==> src/rtl/bkram_save_ctrl.sv <==
// -----------------------------------------------------------------------------
// bkram_save_ctrl
//
// Purpose:
//   Backup-RAM save/load controller. Moves SECTORS 512-byte sectors between
//   the core's backup RAM and a save-image slot through a sector handshake
//   (sd_rd/sd_wr raised, sd_ack rise then fall per sector). It also formats
//   the backup RAM by writing a header followed by zeros. It tracks whether
//   saving is permitted (bk_ena) and whether unsaved changes exist
//   (bk_pending).
//
// Ports:
//   clk_sys       in   sole clock
//   reset         in   asynchronous, active-high reset
//   downloading   in   cart download active
//   img_mounted   in   save-image mount pulse
//   img_readonly  in   mounted image is read-only
//   img_size_nz   in   mounted image has nonzero size
//   load_req      in   OSD load request (level, rising edge acts)
//   save_req      in   OSD save request (level, rising edge acts)
//   format_req    in   OSD format request (level, rising edge acts)
//   autosave_en   in   save automatically when the OSD opens with changes
//   osd_status    in   OSD is open
//   ram_wr        in   core backup-RAM write strobe
//   slot          in   save slot select
//   sd_lba        out  sector address (slot*SECTORS + sector)
//   sd_rd, sd_wr  out  sector read / write request strobes
//   sd_ack        in   sector handshake acknowledge
//   fmt_we        out  format write enable
//   fmt_addr      out  format write address (16-bit words)
//   fmt_data      out  format write data
//   bk_ena        out  save/load permitted
//   bk_busy       out  transfer or format in progress
//   bk_loading    out  load in progress (core held in reset)
//   bk_pending    out  backup RAM holds unsaved changes
// -----------------------------------------------------------------------------
module bkram_save_ctrl #(
   parameter int unsigned SECTORS   = 16,
   parameter int unsigned SLOT_W    = 2,
   parameter int unsigned HDR_WORDS = 4,
   parameter logic [63:0] HDR       = 64'h8010_8800_4D42_5548,
   localparam int unsigned FA_W     = $clog2(SECTORS * 256)
) (
   input  logic              clk_sys,
   input  logic              reset,

   input  logic              downloading,
   input  logic              img_mounted,
   input  logic              img_readonly,
   input  logic              img_size_nz,

   input  logic              load_req,
   input  logic              save_req,
   input  logic              format_req,
   input  logic              autosave_en,
   input  logic              osd_status,
   input  logic              ram_wr,

   input  logic [SLOT_W-1:0] slot,

   output logic [31:0]       sd_lba,
   output logic              sd_rd,
   output logic              sd_wr,
   input  logic              sd_ack,

   output logic              fmt_we,
   output logic [FA_W-1:0]   fmt_addr,
   output logic [15:0]       fmt_data,

   output logic              bk_ena,
   output logic              bk_busy,
   output logic              bk_loading,
   output logic              bk_pending
);

   // A single-sector slot still needs a 1-bit sector counter.
   localparam int unsigned SEC_W = (SECTORS > 1) ? $clog2(SECTORS) : 1;

   localparam logic [SEC_W-1:0] SEC_LAST = SEC_W'(SECTORS - 1);
   localparam logic [FA_W-1:0]  FA_LAST  = FA_W'(SECTORS * 256 - 1);

   localparam logic [1:0] S_IDLE = 2'd0;
   localparam logic [1:0] S_REQ  = 2'd1;
   localparam logic [1:0] S_XFER = 2'd2;
   localparam logic [1:0] S_FMT  = 2'd3;

   logic [1:0]       state;
   logic [SEC_W-1:0] sector;

   // History registers for edge detection
   logic load_req_d;
   logic save_req_d;
   logic format_req_d;
   logic downloading_d;
   logic autosave_d;
   logic sd_ack_d;

   logic autosave_lvl;
   logic load_edge;
   logic save_edge;
   logic format_edge;
   logic dl_rise;
   logic dl_fall;
   logic autosave_edge;
   logic ack_rise;
   logic ack_fall;

   logic load_start;
   logic save_start;
   logic xfer_start;
   logic fmt_start;
   logic fmt_done;
   logic pending_set;

   // Header word k for address k < HDR_WORDS, zero elsewhere.
   function automatic logic [15:0] hdr_word(input logic [FA_W-1:0] a);
      logic [15:0] w;
      w = '0;
      for (int unsigned k = 0; k < HDR_WORDS; k++) begin
         if (a == FA_W'(k))
            w = HDR[16*k +: 16];
      end
      return w;
   endfunction

   assign autosave_lvl  = bk_pending & osd_status & autosave_en;

   assign load_edge     = load_req     & ~load_req_d;
   assign save_edge     = save_req     & ~save_req_d;
   assign format_edge   = format_req   & ~format_req_d;
   assign dl_rise       = downloading  & ~downloading_d;
   assign dl_fall       = ~downloading & downloading_d;
   assign autosave_edge = autosave_lvl & ~autosave_d;
   assign ack_rise      = sd_ack       & ~sd_ack_d;
   assign ack_fall      = ~sd_ack      & sd_ack_d;

   // Start decisions only exist in IDLE; edges seen elsewhere are consumed
   // by the history registers and therefore dropped. Load beats save, and
   // either transfer beats a simultaneous format request.
   always_comb begin
      load_start = 1'b0;
      save_start = 1'b0;
      fmt_start  = 1'b0;
      if (state == S_IDLE) begin
         load_start = bk_ena & (load_edge | (dl_fall & img_size_nz));
         save_start = bk_ena & (save_edge | autosave_edge) & ~load_start;
         fmt_start  = format_edge & ~load_start & ~save_start;
      end
   end

   assign xfer_start  = load_start | save_start;
   assign fmt_done    = (state == S_FMT) && (fmt_addr == FA_LAST);
   assign pending_set = (ram_wr & bk_ena & ~osd_status) | (fmt_done & bk_ena);

   // Edge history
   always_ff @(posedge clk_sys or posedge reset) begin
      if (reset) begin
         load_req_d    <= 1'b0;
         save_req_d    <= 1'b0;
         format_req_d  <= 1'b0;
         downloading_d <= 1'b0;
         autosave_d    <= 1'b0;
         sd_ack_d      <= 1'b0;
      end else begin
         load_req_d    <= load_req;
         save_req_d    <= save_req;
         format_req_d  <= format_req;
         downloading_d <= downloading;
         autosave_d    <= autosave_lvl;
         sd_ack_d      <= sd_ack;
      end
   end

   // Save enable: a new download disables saving until a writable image is
   // mounted; a mount in the same cycle as the download edge keeps it set.
   always_ff @(posedge clk_sys or posedge reset) begin
      if (reset)
         bk_ena <= 1'b0;
      else if (downloading & img_mounted & ~img_readonly)
         bk_ena <= 1'b1;
      else if (dl_rise)
         bk_ena <= 1'b0;
   end

   // Unsaved-changes flag: a set in the same cycle as a transfer start wins.
   always_ff @(posedge clk_sys or posedge reset) begin
      if (reset)
         bk_pending <= 1'b0;
      else if (pending_set)
         bk_pending <= 1'b1;
      else if (xfer_start)
         bk_pending <= 1'b0;
   end

   // Transfer / format sequencer
   always_ff @(posedge clk_sys or posedge reset) begin
      if (reset) begin
         state      <= S_IDLE;
         sector     <= '0;
         sd_lba     <= '0;
         sd_rd      <= 1'b0;
         sd_wr      <= 1'b0;
         fmt_we     <= 1'b0;
         fmt_addr   <= '0;
         fmt_data   <= '0;
         bk_busy    <= 1'b0;
         bk_loading <= 1'b0;
      end else begin
         case (state)
            S_IDLE: begin
               if (xfer_start) begin
                  sector     <= '0;
                  sd_lba     <= 32'(slot) * 32'(SECTORS);
                  bk_busy    <= 1'b1;
                  bk_loading <= load_start;
                  sd_rd      <= load_start;
                  sd_wr      <= save_start;
                  state      <= S_REQ;
               end else if (fmt_start) begin
                  bk_busy  <= 1'b1;
                  fmt_we   <= 1'b1;
                  fmt_addr <= '0;
                  fmt_data <= hdr_word('0);
                  state    <= S_FMT;
               end
            end

            S_REQ: begin
               if (ack_rise) begin
                  sd_rd <= 1'b0;
                  sd_wr <= 1'b0;
                  state <= S_XFER;
               end
            end

            S_XFER: begin
               if (ack_fall) begin
                  if (sector == SEC_LAST) begin
                     bk_busy    <= 1'b0;
                     bk_loading <= 1'b0;
                     state      <= S_IDLE;
                  end else begin
                     // bk_loading still records the transfer direction.
                     sector <= sector + 1'b1;
                     sd_lba <= sd_lba + 32'd1;
                     sd_rd  <= bk_loading;
                     sd_wr  <= ~bk_loading;
                     state  <= S_REQ;
                  end
               end
            end

            S_FMT: begin
               if (fmt_addr == FA_LAST) begin
                  fmt_we   <= 1'b0;
                  fmt_addr <= '0;
                  fmt_data <= '0;
                  bk_busy  <= 1'b0;
                  state    <= S_IDLE;
               end else begin
                  // Data is registered alongside the address it belongs to.
                  fmt_addr <= fmt_addr + 1'b1;
                  fmt_data <= hdr_word(fmt_addr + 1'b1);
               end
            end

            default: state <= S_IDLE;
         endcase
      end
   end

endmodule

==> config.mk <==
export PLATFORM = sky130hd
export DESIGN_NAME = bkram_save_ctrl
export DESIGN_NICKNAME = d
export VERILOG_FILES = /design/src/rtl/bkram_save_ctrl.sv
export SDC_FILE = /design/constraint.sdc
export NUM_CORES = 1
export LEC_CHECK = 0
export CORE_UTILIZATION = 35
export CTS_BUF_LIST = sky130_fd_sc_hd__clkbuf_16
export DETAILED_ROUTE_END_ITERATION = 8
export PLACE_DENSITY = 0.69
export SLEW_MARGIN = 20
export SYNTH_ARGS = -nofsm -noshare
export SYNTH_HDL_FRONTEND = slang
export SYNTH_SLANG_ARGS = --single-unit
==> constraint.sdc <==
create_clock -name clk_sys -period 2.2 [get_ports clk_sys]
set_input_delay 0.44 -clock clk_sys [delete_from_list [all_inputs] [get_ports clk_sys]]
set_output_delay 0.44 -clock clk_sys [all_outputs]
set_load 0.005 [all_outputs]
# Word-level counts from Yosys, hierarchy flattened

Cells that the tools add are included.

$add $sub $neg: 3
Equality and inequality tests: 17
Mux-type cells: 52
Bitwise gates (word level): 38
Reduce and logical (&&, ||, !) cells: 16

Operators with widths:

| cell                    | number |
|---|---|
| $mux W16                | 6 |
| $mux W32                | 3 |
| $pmux W32 S2            | 1 |
| $mux W12                | 3 |
| $add A32 B1 Y32 const B | 1 |
| $pmux W16 S2            | 1 |
| $eq A12 B2 Y1 const B   | 2 |
| $pmux W12 S2            | 1 |
| $and A1 B1 Y1           | 21 |
| $mux W1                 | 21 |
| $reduce_and A4 Y1       | 4 |
| $mux W15                | 1 |
| $ne A2 B2 Y1 const B    | 7 |
| $not A1 Y1              | 13 |
| $add A12 B1 Y12 const B | 1 |
| $eq A12 B1 Y1 const B   | 1 |
| $eq A12 B12 Y1 const B  | 1 |
| $logic_not A12 Y1       | 1 |
| $mux W4                 | 3 |
| $mux W2                 | 5 |
| $reduce_and A5 Y1       | 2 |
| $pmux W1 S3             | 3 |
| $pmux W2 S4             | 1 |
| $pmux W4 S2             | 1 |
| other kinds (13)        | 22 |

Flip-flop bits (word level): 79
Input bits: 15
Logic and storage cells: 144

# Logic depth before layout (Yosys ltp)

Gate-level depths: netlist (run 1).

Depth in word-level cells: 13
Mapped depth: 10
Mapped depth without buffers: 7

# Worst setup path before layout (run 1)

No wires, ideal clock.

Kind: register to register
From: register state[0]
To: register sd_lba[25]
Arrival: 2.045 ns
Data required time: 2.122 ns
Path slack: 0.078 ns
Stages on the path, launching flop included: 10
Buffers on the path: 2
Cell sequence: dfrtp_1 inv_1 ha_1 buf_6 and3b_1 o221a_4 o211ai_4 buf_6 or4_1 a21oi_1

Longest elaborated chain between the ends: 5

Ends and longest elaborated chain:

| item                               | line     | text |
|---|---|---|
| start: declaration                 | 87       | `logic [1:0] state;` |
| start signal: assignment           | 198      | `state <= S_IDLE;` |
| start signal: assignment           | 218      | `state <= S_REQ;` |
| start signal: assignment           | 224      | `state <= S_FMT;` |
| $logic_not A2 Y1                   | 144, 209 |  |
| $mux W1                            | 144      | `if (state == S_IDLE) begin` |
| $or A1 B1 Y1                       | 151      | `assign xfer_start = load_start \| save_start;` |
| $ne A2 B2 Y1 (no source line)      | n/a      |  |
| $reduce_and A4 Y1 (no source line) | n/a      |  |
| end signal: assignment             | 213      | `sd_lba <= 32'(slot) * 32'(SECTORS);` |
| end signal: assignment             | 245      | `sd_lba <= sd_lba + 32'd1;` |
| end: declaration                   | 61       | `output logic [31:0] sd_lba,` |

Several ways; a longest one is shown, not always the timed one.
A chain may end at the register's enable or synchronous reset.

# Final worst setup path (run 1)

From: register state[1]
To: register sd_lba[15]

Same word-level chain as after synthesis.

==> results of run 1 <==
-- timing repair --
| item | 4_1_cts | 5_1_grt |
|---|---|---|
| pin swaps | 0 | 1 |
| resized for setup | 2 | 16 |
| cloned | 0 | 1 |
| buffers inserted | 1 | 1 |
| endpoints found under the setup margin | 7 | 21 |
-- cells in the mapped netlist, types with 4 or more instances --
master     n  area [um2]
dfrtp_1   69        1730
o31ai_1   15         113
buf_4     10        75.1
o21ai_0   30         150
nor3_1     6        30.0
o21a_1     4        30.0
a211o_1    8        70.1
ha_1      11         138
and3_1     9        56.3
clkbuf_1  12        45.0
nand3_1   29         145
nand4_1   14        87.6
nor4_1    10        62.6
buf_2      8        40.0
nor2_1    24        90.1
or4_1     13        97.6
mux2i_1    7        70.1
a21oi_1   32         160
inv_1     20        75.1
a31oi_1    8        50.1
or3_1     14        87.6
o211ai_1   5        37.5
nand2b_1   7        43.8
nand2_1   31         116
and2_1     4        25.0
-- per-stage QoR --
stage / TNS [ns] / area (um2) / power, W
finish: 0 / 5780 / 0.00273
global route: -0.0544 / 5780 / 0.00283
CTS: 0 / 5690 / 0.00275
detailed placement: -6.19 / 5420 / 0.00146
global placement: -4.37 / 5420 / 0.00146
floorplan: 0 / 4200 / 0.00137
-- registers in the layout (all words and copies together) (netlist names), 2 cells and up --
register / count
fmt_data: 6
fmt_addr: 12
state: 2
sector: 4
sd_lba: 32
-- cell families after synthesis --
logic type      synth area share [%]
mux                             2.22
fa+ha+maj                       3.29
simple gates                    22.7
buf+inv                         6.26
xor+xnor                        1.26
compound gates                  22.9
other cells                   0.0898
flops                           41.3
-- power groups by stage --
stage	registers (W)	clock network, W	logic, W
5_1_grt	0.00129	0.00138	0.000166
3_5_place_dp	0.00131	0	0.000152
6_report	0.00129	0.00129	0.000150
4_1_cts	0.00129	0.00131	0.000153
2_1_floorplan	0.00130	0	0.0000682
3_3_place_gp	0.00131	0	0.000150
-- routing by layer --
layer / part of all wire, % / vias up / track usage, %
li1: - / 1968 / -
met1: 46 / 1997 / 25.4
met2: 47 / 147 / 31.0
met3: 5.7 / 18 / 4.16
met4: 1.6 / 0 / 6.85
met5: 0 / - / 0
-- how the worst min path moves through the flow --
stage,to
2_1_floorplan,bk_ena
3_3_place_gp,fmt_data[4]
3_5_place_dp,fmt_data[4]
4_1_cts,fmt_addr[4]
5_1_grt,fmt_addr[3]
6_report,fmt_addr[3]
-- area by class of cell --
type                    count  area (um2)
repair buffers            135        1270
multi-input cells         342        2270
well taps                 143         179
inverters                  20        75.1
flip-flops and latches     69        1730
fillers                  1056        5730
clock buffers               9         225
clock inverters             6        31.3
-- cells in the final DEF, fill, tap and decap left out, types with 4 or more instances in the layout --
cell	synthesis	routed
or3_1	14	14
nor4_1	10	9
or4_1	13	10
inv_1	20	17
and3_1	9	9
o21a_1	4	4
buf_4	10	54
a211o_1	8	8
o31ai_1	15	14
o211ai_1	5	5
nor3_1	6	6
nand2b_1	7	7
nand2_1	31	31
a21oi_2	0	5
nand4_1	14	14
buf_12	0	4
o21ai_0	30	30
mux2i_1	7	7
clkinv_2	0	4
and2_1	4	4
nor2_1	24	24
conb_1	1	6
a31oi_1	8	8
dfrtp_1	69	69
clkdlybuf4s50_1	0	75
ha_1	11	9
nand3_1	29	28
clkbuf_16	0	10
a21oi_1	32	27
==> impl_metrics.toml, run 1 <==
[outcome]
status = "finished with violations"
violations = "design-rule violations"

[drt]
route.antenna.remaining_nets = 0
drt-total-wl_um = 11800
routedWlPerCell_um = 16.2
drt-pass1-iter-count = 7
num_vias = 4130
drc = 14
drt_iter0_markers = 263
routed_via_density = 5.70

[critical_path]
crit_end = "sd_lba[15]"
r2r_cells = 8
timing.rr.start = "state[1]"
cp_data_required_time_ns = 2.46
critPathLaunch = "state[1]"
reg2reg_setup_slack_ns = 0.03
slowest_delay_ns = 0.52
slowest_stage = "or4_1"
reg2reg_to = "sd_lba[15]"
endpoint_kind = "flip-flop"
worstSetupStartpointType = "flip-flop"
worst-path-stages = 8
cpLargestDelayFamily = "simple AND/OR/NAND/NOR gates"
crit_chain = "buf_4, ha_4, and3b_1, o221a_4, o211ai_4, buf_6, or4_1, a21oi_2"
timing_worst_setup_path_type = "reg2reg"
cp_max_fo = 18
crit_buf_inv = 2
cp.arrival_ns = 2.43

[final_layout]
fin_util_pct = 50.2
drive_gt1_share_pct = 17.7
fin_nets = 603
areaGrowthSynthToFinish_pct = 38.4
final_cells = 724
antenna_cells = 0

[global_routing]
antenna_found_initial = 0
grt_pass1_vias = 3876
track_usage_pct = 19.2
grt_max_degree = 37
grt_pass1_wl_um = 19300
gr-total-overflow = 0

[yosys]
synth-edff-count = 0
post_synth_instance_area_mm2 = 0.00418
ys_seq_elements = 69
synth_warnings = 0
yosys_most_used_dff = "dfrtp_1"
async_reset_ff_share_pct = 100
syn_avg_cell_area_um2 = 9.10
synthDistinctLibCells = 63
seq_area_frac_synth_pct = 41.3
postSynthCellCount = 459

[timing]
max_freq_mhz = 461
rsz0062_at_grt = "yes"
hold_violations = 0
finalCritPeriodShare_pct = 98.6
worst_slew_pin_slew_ns = 0.547
layout_setup_ws_ns = 0.0318
drv_slew = 0
finalCriticalPeriod_ns = 2.17
setup_violations = 0
slew_headroom_pct = 63.3
skew_ns = 0.0108
hold_slack_ns = 0.428

[power_and_ir_drop]
switching_share_pct = 23.2
p_per_area_mw_per_mm2 = 471
power.share.clock_pct = 47.3
leakagePower_nw = 2.36
max-vdd-ir-drop_v = 0.000386
switchingPower_w = 0.000632
seq_power_share_pct = 47.2
internal_power_w = 0.00209
combinationalPowerShare_pct = 5.5

[clocking]
cts.sinks = 69
insertion_delay_ns = 0.34
path_clk_slew_ns = 0.06
clockRootBuffer = "clkbuf_16"
numCtsBuffers = 9
cts_hold_buf = 0
htreeDepth = 3
cts_tree = "done"
cts_buffer_depth = 2

[placement]
dpl_worst_slack_ns = -0.256
dp_hpwl_um = 8480
port_buffers = 75
place.gp.congestion = 0.876
placed_cells = 706

[floorplan]
rows = 39
dieArea_mm2 = 0.0124
chipWidth_um = 111
die_h_um = 111
io_pins = 82
core_mm2 = 0.0115
initial_core_util_pct = 36.3

[job]
maxCapViolCount = 0

[hold_path]
hold_path_class = "in2async"
Note: power is estimated with default switching activity, not from simulation.
==> run 2: changes to the inputs <==
CORE_UTILIZATION = 40   (was 35)
PLACE_DENSITY = 0.63   (was 0.69)
==> run 2 against run 1 <==
  * The run now ends clean
  * Design area grew 0.63%
  * Core utilization increased by 8.2 points
  * Critical path depth unchanged
  * First-iteration DRC count is 14% lower
  * Setup slack improved by 0.0066 ns
  * Non-clock buffer count increased by 12
  * Register-to-register slack hardly changed
  * Sequential share of layout area fell by 0.19 points
  * Clock power rose by 12%
  * Combinational power fell by 7%
  * Sequential power about the same
  * Power grew 5.2%
  * Largest power group is now the clock network
==> impl_metrics.toml, run 2 (synthesis gave the netlist of run 1 again) <==
[timing]
rsz0062_at_grt = "yes"
worst_slew_pin_slew_ns = 0.720
max_freq_mhz = 463
setup_violations = 0
hold_violations = 0
skew_ns = 0.00972
finalCritPeriodShare_pct = 98.3
finalCriticalPeriod_ns = 2.16
slew_headroom_pct = 51.8
hold_slack_ns = 0.329
drv_slew = 0

[global_routing]
track_usage_pct = 22.2
grt_pass1_vias = 4030
antenna_found_initial = 0
grt_max_degree = 32
gr-total-overflow = 0
grt_pass1_wl_um = 19500

[final_layout]
areaGrowthSynthToFinish_pct = 39.3
top_regs = "sd_lba: 32 flops, fmt_addr: 12 flops, fmt_data: 6 flops"
largest_reg_flops = 32
antenna_cells = 0
largest_register = "sd_lba"
fin_util_pct = 58.4
drive_gt1_share_pct = 18.7
fin_nets = 615
layout_common_cells = "clkdlybuf4s50_1, dfrtp_1, buf_4"
layout_commonest_cell = "clkdlybuf4s50_1"

[drt]
routedWlPerCell_um = 15.8
route.met3.wl_um = 475
highest-signal-layer = "met4"
dr_wl_met2_um = 5460
routed_via_density = 5.72
drt-total-wl_um = 11500
wl_met1_um = 5370
drc = 0
drt-pass1-iter-count = 5
drt_iter0_markers = 227
num_vias = 4155
route.antenna.remaining_nets = 0

[power_and_ir_drop]
p_per_area_mw_per_mm2 = 493
p_total_w = 0.00287
max-vdd-ir-drop_v = 0.000380
leakagePower_nw = 2.41

[floorplan]
io_pins = 82
initial_core_util_pct = 42.0
rows = 36
dieArea_mm2 = 0.0109
core_mm2 = 0.00995
chipWidth_um = 104
die_h_um = 104

[critical_path]
timing.rr.start = "state[1]"
r2r_cells = 8
cp.arrival_ns = 2.43
cp_data_required_time_ns = 2.46
cpMostUsedCell = "buf_4"
slowest_delay_ns = 0.42
cp_max_fo = 31
slowest_stage = "dfrtp_1"
reg2reg_to = "sd_lba[14]"
worstSetupStartpointType = "flip-flop"
crit_buf_inv = 2
reg2reg_setup_slack_ns = 0.04
endpoint_kind = "flip-flop"
timing_worst_setup_path_type = "reg2reg"
crit_chain = "ha_4, buf_4, nand4_1, o221a_4, o211ai_4, buf_4, or3_1, a21oi_1"
cpLargestDelayFamily = "compound AO/OA/AOI/OAI gates"

[outcome]
status = "complete, no violations"

[placement]
dp_hpwl_um = 8480
port_buffers = 75
place.gp.congestion = 0.857

[hold_path]
hold_path_class = "in2async"

[clocking]
cts_tree = "done"
numCtsBuffers = 9
cts_buffer_depth = 2
path_clk_slew_ns = 0.06
clockRootBuffer = "clkbuf_16"
cts_hold_buf = 0
insertion_delay_ns = 0.34
htreeDepth = 3
cts.sinks = 69

[job]
maxCapViolCount = 0
[run 2: changes by cell type in the layout (fill, tap and decap cells not counted), sizes merged]
cell	delta
bufinv	+1
buf	+13
clkinv	-2
clkbuf	-1
clkinvlp	+1
inv	+1
[run 2: routing by layer]
| metal | vias up | global-route usage (%) |
|---|---|---|
| li1 | 1989 | - |
| met2 | 126 | 36.0 |
| met4 | 0 | 7.14 |
| met1 | 2027 | 29.6 |
| met5 | - | 0 |
| met3 | 13 | 4.26 |
[run 2: worst max-delay path by stage]
| stage | from | slack [ns] | depth (start not counted) | endpoint |
|---|---|---|---|---|
| 2_1_floorplan | reset | 0.02 | 1 | autosave_d |
| 3_3_place_gp | sd_ack | -0.23 | 7 | sd_lba[8] |
| 3_5_place_dp | sd_ack | -0.28 | 6 | sd_lba[27] |
| 4_1_cts | state[0] | 0.03 | 7 | sd_lba[28] |
| 5_1_grt | state[1] | -0.09 | 8 | sd_lba[14] |
| 6_report | state[1] | 0.04 | 8 | sd_lba[14] |
[run 2: final cells by class]
class	instances	area [um2]
clock inverters	7	67.6
flip-flops and latches	69	1730
well taps	133	166
multi-input cells	342	2240
inverters	20	75.1
clock buffers	9	225
repair buffers	147	1320
fillers	866	4140
[run 2: timing repair]
action                     in CTS  in global routing
hold endpoints to repair        0                  0
setup endpoints to repair      21                 26
buffers inserted                0                  2
pin swaps                       1                  9
resized for setup               5                 10
[run 2: power breakdown]
part | internal (W) | total, W | switching, W | leakage [nW]
logic | 0.0000655 | 0.000140 | 0.0000741 | 1.37
clock network | 0.000871 | 0.00144 | 0.000572 | 0.143
registers | 0.00128 | 0.00128 | 0.00000679 | 0.894
total | 0.00221 | 0.00287 | 0.000653 | 2.41
[run 2: per-stage QoR]
step / setup TNS [ns] / instance area, um2 / cells / setup slack (ns)
after CTS: 0 / 5780 / 725 / 0.0278
after global routing: -0.397 / 5820 / 727 / -0.0857
after floorplan: 0 / 4200 / 464 / 0.0201
after global placement: -7.60 / 5470 / 709 / -0.230
final: 0 / 5820 / 727 / 0.0384
after detailed placement: -10.29 / 5470 / 709 / -0.280
